[src/rtl/motor_pkg.sv]
// Shared types and constants for the motor PWM driver.
//   state_e     : driver FSM states
//   motor_cmd_t : {dir, duty[7:0]} view of the 9-bit command bus
package motor_pkg;

  localparam int unsigned CMD_W   = 9;
  localparam int unsigned DIR_BIT = 8;
  localparam int unsigned DUTY_W  = 8;

  typedef enum logic [1:0] {
    IDLE,
    RUN,
    DEAD
  } state_e;

  typedef struct packed {
    logic              dir;
    logic [DUTY_W-1:0] duty;
  } motor_cmd_t;

endpackage

[src/rtl/pwm_timebase.sv]
// PWM timebase: a 0..CLK_DIV-1 prescaler feeding an 8-bit wrapping PWM counter.
// Ports:
//   clk, reset_n : clock, asynchronous active-low reset
//   clear        : force prescaler and counter to zero
//   run          : advance the timebase (held at zero while low)
//   pwm_cnt      : current PWM count, 0..255
//   tick         : last prescaler cycle of the current count step
//   wrap         : tick while pwm_cnt is 255 (last cycle of the PWM period)
module pwm_timebase
  import motor_pkg::*;
#(
  parameter int unsigned CLK_DIV = 10
) (
  input  logic              clk,
  input  logic              reset_n,
  input  logic              clear,
  input  logic              run,
  output logic [DUTY_W-1:0] pwm_cnt,
  output logic              tick,
  output logic              wrap
);

  localparam int unsigned       PrescW   = (CLK_DIV > 1) ? $clog2(CLK_DIV) : 1;
  localparam logic [PrescW-1:0] PrescMax = PrescW'(CLK_DIV - 1);

  logic [PrescW-1:0] presc;

  // Gated by run so CLK_DIV=1 cannot produce ticks while the prescaler is parked.
  assign tick = run & (presc == PrescMax);
  assign wrap = tick & (pwm_cnt == '1);

  always_ff @(posedge clk or negedge reset_n) begin
    if (!reset_n) begin
      presc   <= '0;
      pwm_cnt <= '0;
    end else if (clear || !run) begin
      presc   <= '0;
      pwm_cnt <= '0;
    end else begin
      if (tick) begin
        presc   <= '0;
        pwm_cnt <= pwm_cnt + 1'b1;
      end else begin
        presc   <= presc + 1'b1;
      end
    end
  end

endmodule

[src/rtl/motor_pwm_driver.sv]
// Motor PWM driver: decodes the {dir, duty} motor command into a 256-step PWM
// and H-bridge direction pins, inserting a bridge-off dead time on reversals.
// Ports:
//   clk, reset_n : clock, asynchronous active-low reset
//   enable       : driver enable; low forces the bridge off
//   cmd          : [8] dir (0 fwd, 1 rev), [7:0] duty
//   pwm          : registered PWM to the bridge enable
//   in1, in2     : registered bridge inputs (never both high)
//   busy         : high while in dead time
//   period_start : one-clk pulse at each PWM period wrap while running
module motor_pwm_driver
  import motor_pkg::*;
#(
  parameter int unsigned CLK_DIV     = 10,
  parameter int unsigned DEAD_CYCLES = 1000
) (
  input  logic             clk,
  input  logic             reset_n,
  input  logic             enable,
  input  logic [CMD_W-1:0] cmd,
  output logic             pwm,
  output logic             in1,
  output logic             in2,
  output logic             busy,
  output logic             period_start
);

  localparam int unsigned      DeadW    = (DEAD_CYCLES > 1) ? $clog2(DEAD_CYCLES) : 1;
  localparam logic [DeadW-1:0] DeadLast = DeadW'(DEAD_CYCLES - 1);

  motor_cmd_t        cmd_s;
  state_e            state;
  logic              dir_q;
  logic [DUTY_W-1:0] duty_q;
  logic [DeadW-1:0]  dead_cnt;
  logic [DUTY_W-1:0] pwm_cnt;
  logic              wrap;
  logic              unused_tick;
  logic              tb_run;

  assign cmd_s  = motor_cmd_t'(cmd);
  assign tb_run = (state == RUN);

  // Counters park at zero outside RUN, so every RUN entry starts a fresh period.
  pwm_timebase #(
    .CLK_DIV (CLK_DIV)
  ) u_timebase (
    .clk     (clk),
    .reset_n (reset_n),
    .clear   (!tb_run),
    .run     (tb_run),
    .pwm_cnt (pwm_cnt),
    .tick    (unused_tick),
    .wrap    (wrap)
  );

  always_ff @(posedge clk or negedge reset_n) begin
    if (!reset_n) begin
      state        <= IDLE;
      dir_q        <= 1'b0;
      duty_q       <= '0;
      dead_cnt     <= '0;
      pwm          <= 1'b0;
      in1          <= 1'b0;
      in2          <= 1'b0;
      busy         <= 1'b0;
      period_start <= 1'b0;
    end else begin
      // Outputs follow the current state one clock later; in1/in2 are decoded
      // from a single dir bit so they can never both be high.
      pwm          <= (state == RUN) && (pwm_cnt < duty_q);
      in1          <= (state == RUN) && !dir_q;
      in2          <= (state == RUN) && dir_q;
      busy         <= (state == DEAD);
      period_start <= (state == RUN) && wrap;

      unique case (state)
        IDLE: begin
          if (enable) begin
            state  <= RUN;
            dir_q  <= cmd_s.dir;
            duty_q <= cmd_s.duty;
          end
        end
        RUN: begin
          if (!enable) begin
            state <= IDLE;
          end else if (cmd_s.dir != dir_q) begin
            state    <= DEAD;
            dead_cnt <= '0;
          end else if (wrap) begin
            // Duty only changes at the period boundary: no runt pulses.
            duty_q <= cmd_s.duty;
          end
        end
        DEAD: begin
          if (!enable) begin
            state <= IDLE;
          end else if (dead_cnt == DeadLast) begin
            // Direction is re-sampled here, so a flip-back mid-dead-time
            // simply resumes in whatever direction cmd now shows.
            state  <= RUN;
            dir_q  <= cmd_s.dir;
            duty_q <= cmd_s.duty;
          end else begin
            dead_cnt <= dead_cnt + 1'b1;
          end
        end
        default: state <= IDLE;
      endcase
    end
  end

endmodule

[config.mk]
export PLATFORM = sky130hd
export DESIGN_NAME = motor_pwm_driver
export DESIGN_NICKNAME = d
export VERILOG_FILES = /design/src/rtl/motor_pkg.sv /design/src/rtl/pwm_timebase.sv /design/src/rtl/motor_pwm_driver.sv
export SDC_FILE = /design/constraint.sdc
export NUM_CORES = 1
export LEC_CHECK = 0
export CAP_MARGIN = 25
export CORE_MARGIN = 2
export CORE_UTILIZATION = 30
export DETAILED_ROUTE_END_ITERATION = 8
export PLACE_DENSITY_LB_ADDON = 0.2
export SKIP_LAST_GASP = 1
export SYNTH_ARGS = -nofsm -noshare
export SYNTH_HDL_FRONTEND = slang
export SYNTH_HIERARCHICAL = 1
export SYNTH_SLANG_ARGS = --single-unit
[constraint.sdc]
create_clock -name clk -period 4.9 [get_ports clk]
set_input_delay 0.735 -clock clk [delete_from_list [all_inputs] [get_ports clk]]
set_output_delay 0.735 -clock clk [all_outputs]
set_load 0.02 [all_outputs]
==> results.toml, run 1 <==
[clocking]
cts_hold_buf = 0
clock_sinks = 38
tritoncts = "built"
htree_levels = 2
numCtsBuffers = 5
clock_latency_ns = 0.29
clkTransAtPathRegs_ns = 0.08
cts_buffer_depth = 2
root_buffer = "clkbuf_8"
post-cts-setup-buffers = 0
cts_resized = 0

[setup_path]
cp-end-kind = "register"
rr_worst_depth = 9
critPathRequiredTime_ns = 5.08
start_kind = "register"
cp_common_cell = "inv_1"
crit_type = "reg2reg"
critPathMaxFanout = 14
cpPeakStageDelay_ns = 0.43
critPathArrivalTime_ns = 2.57
path_cells = "inv_1 -> nand2_1 -> inv_1 -> nand4b_4 -> nor3_1 -> nand2b_1 -> o22ai_1 -> o21ai_2 -> mux2_2"
critPathSlowestCell = "dfrtp_1"

[routing]
final_antenna_net_count = 0
met3_length_um = 131
met2_wirelength_um = 1980
wl_met1_um = 1880
drt_iter0_drc = 56
highest_layer = "met4"
wl_per_cell_um = 13.6
drc = 0
drt_wl_total_um = 4070
vias_per_cell = 5.08
vias = 1520
detailedRoute.firstPassIterationCount = 4

[pwr]
p_sw_frac = 0.308
p_switching_uw = 288
power.share.sequential = 0.462
p_leak_uw = 0.00105
comb_power_share = 0.255
power.density_nw_per_um2 = 392
clock_power_share = 0.283
power_uw = 935
irDropWorstVdd_uv = 107
p_int_uw = 647

[synthesis]
yosysUniqueCellTypes = 46
synth_nets = 222
syn_avg_cell_area_um2 = 10.2
yosys_warnings = 6
synthTopCellsByArea = "dfrtp_1 (47%), ha_1 (6.7%), mux2_2 (5.5%)"
yosysMostFrequentCell = "dfrtp_1"
synth_top_cell_area_share = 0.466
netlist_area_um2 = 2040
synth_top_area_cell = "dfrtp_1"
synth_cells = 199
ys_ff_latch = 38
synth-seq-area-share = 0.466
ys_async_sr_fraction = 1.00
synth_ff_type = "dfrtp_1"
synth_edf_count = 0
synth_commonest_cells = "dfrtp_1 (38), inv_1 (18), nand2_1 (15)"

[status]
status = "finished clean"

[placed_design]
globalplace.congestion = 0.832
dpl.hpwl_um = 2910
numPortBuffers = 16
dp.cells = 291

[timing]
slew_viol_final = 0
fmaxAchievable_mhz = 419
setup_tns_ns = 0
hold_viol = 0
whs_ns = 0.509
tightest_slew_ns = 0.865
rsz0062_at_grt = "false"
fin_skew_ns = 0.00953
max_slew_margin = 0.424
final-setup-viol-count = 0
timing.final.crit_period_ns = 2.39
fin_crit_sh = 0.487

[flow_run]
maxCapViolCount = 0

[global_routing]
track_usage = 0.119
grt_max_degree = 39
grt_pass1_wl_um = 7000
grt_pass1_vias = 1422
grt_overflow = 0
antenna_found_initial = 0

[cells_and_area]
layout.cells.non_filler = 299
diodes = 0
nets = 241
layout-drive-gt1-share = 0.114
final_util = 0.357
area_delta_synth_final_pct = 16.8

[min_path]
min_path_cells = 1
hp-class = "reg2reg"

[die]
die_w_um = 86.5
dieArea_um2 = 7470
start_util = 0.305
dieHeight_um = 86.5
row_count = 30
core_area_um2 = 6680
io_pins = 17
final timing paths:
kind                                           from                  end  slack [ns]
worst max-delay path                       state[1]            duty_q[7]        2.51
worst min-delay path            u_timebase/presc[0]  u_timebase/presc[0]        0.51
worst max register to register             state[1]            duty_q[7]        2.51
worst min register to register  u_timebase/presc[0]  u_timebase/presc[0]        0.51
max in group asynchronous                   reset_n            duty_q[6]        3.80
min in group asynchronous                   reset_n          dead_cnt[1]        0.55
metal layers:
metal  vias to the layer above  GRT usage
li1                        753          -
met1                       739      0.155
met2                        21      0.191
met3                         7     0.0295
met4                         0     0.0469
met5                         -          0
critical path, delay by kind of cell (launching register included):
kind | cells | cell delay (ns)
flip-flops | 1 | 0.43
AND/OR/NAND/NOR | 4 | 0.86
multiplexers | 1 | 0.31
buffers and inverters | 2 | 0.36
AO/OA/AOI/OAI | 2 | 0.32
per-stage QoR:
stage	instance area (µm²)	setup slack, ns
finish	2380	2.51
global route	2380	2.26
CTS	2380	2.50
detailed placement	2280	2.34
global placement	2280	2.35
floorplan	2040	2.92
cell type report:
cell class	count	area [µm²]
clock buffers	7	76.3
clock inverters	1	30.0
fillers	695	4300
inverters	18	67.6
multi-input cells	139	1000
flip-flops and latches	38	951
well taps	80	100
repair buffers	16	155
flip-flops by register name, summed over array words and instances, names as in the netlist, 2 cells and up:
name and cells:
u_timebase/pwm_cnt 8, u_timebase/presc 4, duty_q 8, dead_cnt 10, state 2
power groups by stage:
stage / sequential [µW] / combinational (µW) / clock, µW
6_report: 432 / 238 / 265
5_1_grt: 442 / 271 / 287
4_1_cts: 433 / 245 / 275
3_5_place_dp: 439 / 244 / 0
3_3_place_gp: 438 / 240 / 0
2_1_floorplan: 439 / 160 / 0
kinds of logic after synthesis:
logic type | Yosys count | synth area share
AO/OA/AOI/OAI | 47 | 0.152
AND/OR/NAND/NOR | 67 | 0.195
flip-flops | 38 | 0.466
multiplexers | 12 | 0.0650
adder cells (fa/ha/maj) | 11 | 0.0675
buffers and inverters | 22 | 0.0423
XOR/XNOR | 2 | 0.0123
cells in the final DEF, fill, tap and decap left out, types with 3 or more instances in the layout:
cell	instances
nor2b_1	3
nor3_1	3
and2_1	3
mux2_2	10
o31ai_1	4
nand2b_1	5
nand2_1	15
nand4_1	4
inv_1	18
nand3_1	8
o21ai_0	9
ha_1	11
a21oi_1	14
and3_1	3
nor2_1	8
clkdlybuf4s50_1	15
clkbuf_8	5
or4_1	4
a21o_1	3
dfrtp_1	38
Note: power is estimated with default switching activity, not from simulation.
==> run 2, diff against run 1 <==
==> constraint.sdc (replaced) <==
create_clock -name clk -period 2.03 [get_ports clk]
set_input_delay 0.3045 -clock clk [delete_from_list [all_inputs] [get_ports clk]]
set_output_delay 0.3045 -clock clk [all_outputs]
set_load 0.02 [all_outputs]
==> run 2 against run 1 <==
Against the previous run: core utilization rose by 1.9 points; die area unchanged; power up 140%; first-iteration DRC count shrank 23%; worst hold slack got worse by 0.46 ns; non-clock buffer count up 16; wire length grew 2.6%; setup slack lost 2.3 ns; global-route usage up 0.50 points; cell area increased by 5.3%; fmax up 28%.
==> results.toml, run 2 (same netlist as run 1, synthesis figures left out) <==
[status]
status = "finished clean"

[timing]
slew_viol_final = 0
hold_viol = 0
max_slew_margin = 0.673
fin_skew_ns = 0.0111
setup_tns_ns = 0
rsz0062_at_grt = "false"
tightest_slew_ns = 0.491
timing.final.crit_period_ns = 1.86
fmaxAchievable_mhz = 536
fin_crit_sh = 0.918
setup_ws_ns = 0.166
final-setup-viol-count = 0

[setup_path]
critPathSlowestCell = "dfrtp_1"
cp-end-kind = "register"
critPathArrivalTime_ns = 2.04
start_kind = "register"
path_cells = "inv_1 -> ha_1 -> nand4b_4 -> nor3_2 -> nand2b_1 -> o22ai_1 -> o21ai_2 -> buf_12 -> mux2_2"
crit_type = "reg2reg"
critPathMaxFanout = 8
critPathRequiredTime_ns = 2.21
cpPeakStageDelay_ns = 0.41

[clocking]
cts_hold_buf = 0
htree_levels = 2
clkTransAtPathRegs_ns = 0.08
numCtsBuffers = 5
clock_latency_ns = 0.29
clock_sinks = 38
root_buffer = "clkbuf_8"
tritoncts = "built"
cts_buffer_depth = 2
post-cts-setup-buffers = 0

[pwr]
irDropWorstVdd_uv = 302
power.density_nw_per_um2 = 907
p_leak_uw = 0.00113

[flow_run]
maxCapViolCount = 0

[cells_and_area]
layout.cells.most_common = "dfrtp_1"
reg_top3 = "dead_cnt: 10 flops, duty_q: 8 flops, u_timebase/pwm_cnt: 8 flops"
layout-drive-gt1-share = 0.187
top_register = "dead_cnt"
area_delta_synth_final_pct = 23.0
diodes = 0
final_cell_mix = "dfrtp_1 (38), inv_1 (18), nand2_1 (15), clkdlybuf4s50_1 (15), buf_4 (15)"
largest_register_ffs = 10
nets = 257
seqCellArea_um2 = 951
nFillCells = 684
multi_input_area_um2 = 1010

[min_path]
hp-class = "in2async"

[global_routing]
grt_pass1_vias = 1559
antenna_found_initial = 0
grt_pass1_wl_um = 7350
grt_max_degree = 39
track_usage = 0.124
grt_overflow = 0

[die]
die_w_um = 86.5
start_util = 0.305
io_pins = 17
dieArea_um2 = 7470
core_area_um2 = 6680
row_count = 30
dieHeight_um = 86.5

[routing]
detailedRoute.firstPassIterationCount = 4
vias_per_cell = 5.03
wl_per_cell_um = 13.2
drt_iter0_drc = 43
vias = 1585
final_antenna_net_count = 0
drt_wl_total_um = 4170
drc = 0

[placed_design]
dp_slack_ns = 0.0743
dpl.hpwl_um = 3090
globalplace.congestion = 0.819
numPortBuffers = 16
[run 2: cell count changes in the layout (fill, tap and decap cells not counted)]
| cell | delta |
|---|---|
| clkbuf_8 | +1 |
| clkinvlp_4 | +1 |
| clkbuf_1 | -2 |
| buf_4 | +15 |
| clkinv_2 | +1 |
| bufinv_16 | -1 |
| buf_12 | +1 |
| nor3_1 | -1 |
| nor3_2 | +1 |
[run 2: final timing paths]
check                                    start          end  slack (ns)  cells past startpoint
min in group clk                     duty_q[1]    duty_q[1]        0.51                      1
max                        u_timebase/presc[1]    duty_q[7]        0.17                      9
min reg2reg                          duty_q[1]    duty_q[1]        0.51                      1
max in group asynchronous              reset_n  dead_cnt[8]        1.63                      2
min                                    reset_n  dead_cnt[6]        0.04                      2
max reg2reg                u_timebase/presc[1]    duty_q[7]        0.17                      9
[run 2: area by class of cell]
cell class | instances | area share
multi-input combinational | 139 | 0.401
tap | 80 | 0.0399
clock inverter | 2 | 0.00499
clock buffer | 6 | 0.0329
inverter | 18 | 0.0269
timing repair buffer | 32 | 0.115
sequential | 38 | 0.379
[run 2: repair_timing]
item | 4_1_cts | 5_1_grt
setup endpoints to repair | 0 | 8
resized for setup | 0 | 1
endpoints found under the hold margin | 0 | 0
[run 2: metal layers]
| layer | part of all wire | global-route usage | vias to the layer above |
|---|---|---|---|
| li1 | - | - | 793 |
| met1 | 0.49 | 0.161 | 760 |
| met2 | 0.47 | 0.201 | 25 |
| met3 | 0.029 | 0.0286 | 7 |
| met4 | 0.017 | 0.0469 | 0 |
| met5 | 0 | 0 | - |
[run 2: metrics by stage]
| step | hold slack, ns | instances | power [µW] | area [µm²] | utilization |
|---|---|---|---|---|---|
| after global placement | 0.401 | 307 | 1740 | 2410 | 0.360 |
| after global routing | 0.102 | 315 | 2440 | 2510 | 0.375 |
| after detailed placement | 0.394 | 307 | 1750 | 2410 | 0.360 |
| after CTS | 0.0719 | 315 | 2310 | 2500 | 0.375 |
| after floorplan | 0.00891 | 199 | 1440 | 2040 | - |
| final | 0.0448 | 315 | 2270 | 2510 | 0.375 |
[run 2: worst max-delay path, delay by kind of cell (launching register included)]
kind | cells | cell delay (ns)
compound gates | 2 | 0.23
fa+ha+maj | 1 | 0.21
simple gates | 3 | 0.42
flops | 1 | 0.41
buf+inv | 2 | 0.22
mux | 1 | 0.26
[run 2: where the power goes]
part	switching [µW]	leakage (µW)	internal, µW
combinational	335	0.000577	358
clock	279	0.0000472	273
sequential	113	0.000503	917
total	726	0.00113	1550
==> run 3, diff against run 2 <==
--- a/config.mk
+++ b/config.mk
@@ -9,6 +9,7 @@
 export CORE_MARGIN = 2
 export CORE_UTILIZATION = 30
 export DETAILED_ROUTE_END_ITERATION = 8
+export HOLD_SLACK_MARGIN = 0.06
 export PLACE_DENSITY_LB_ADDON = 0.2
 export SKIP_LAST_GASP = 1
 export SYNTH_ARGS = -nofsm -noshare
==> results of run 3 <==
Same layout as run 2: the final DEF is identical, and so are final timing and power.
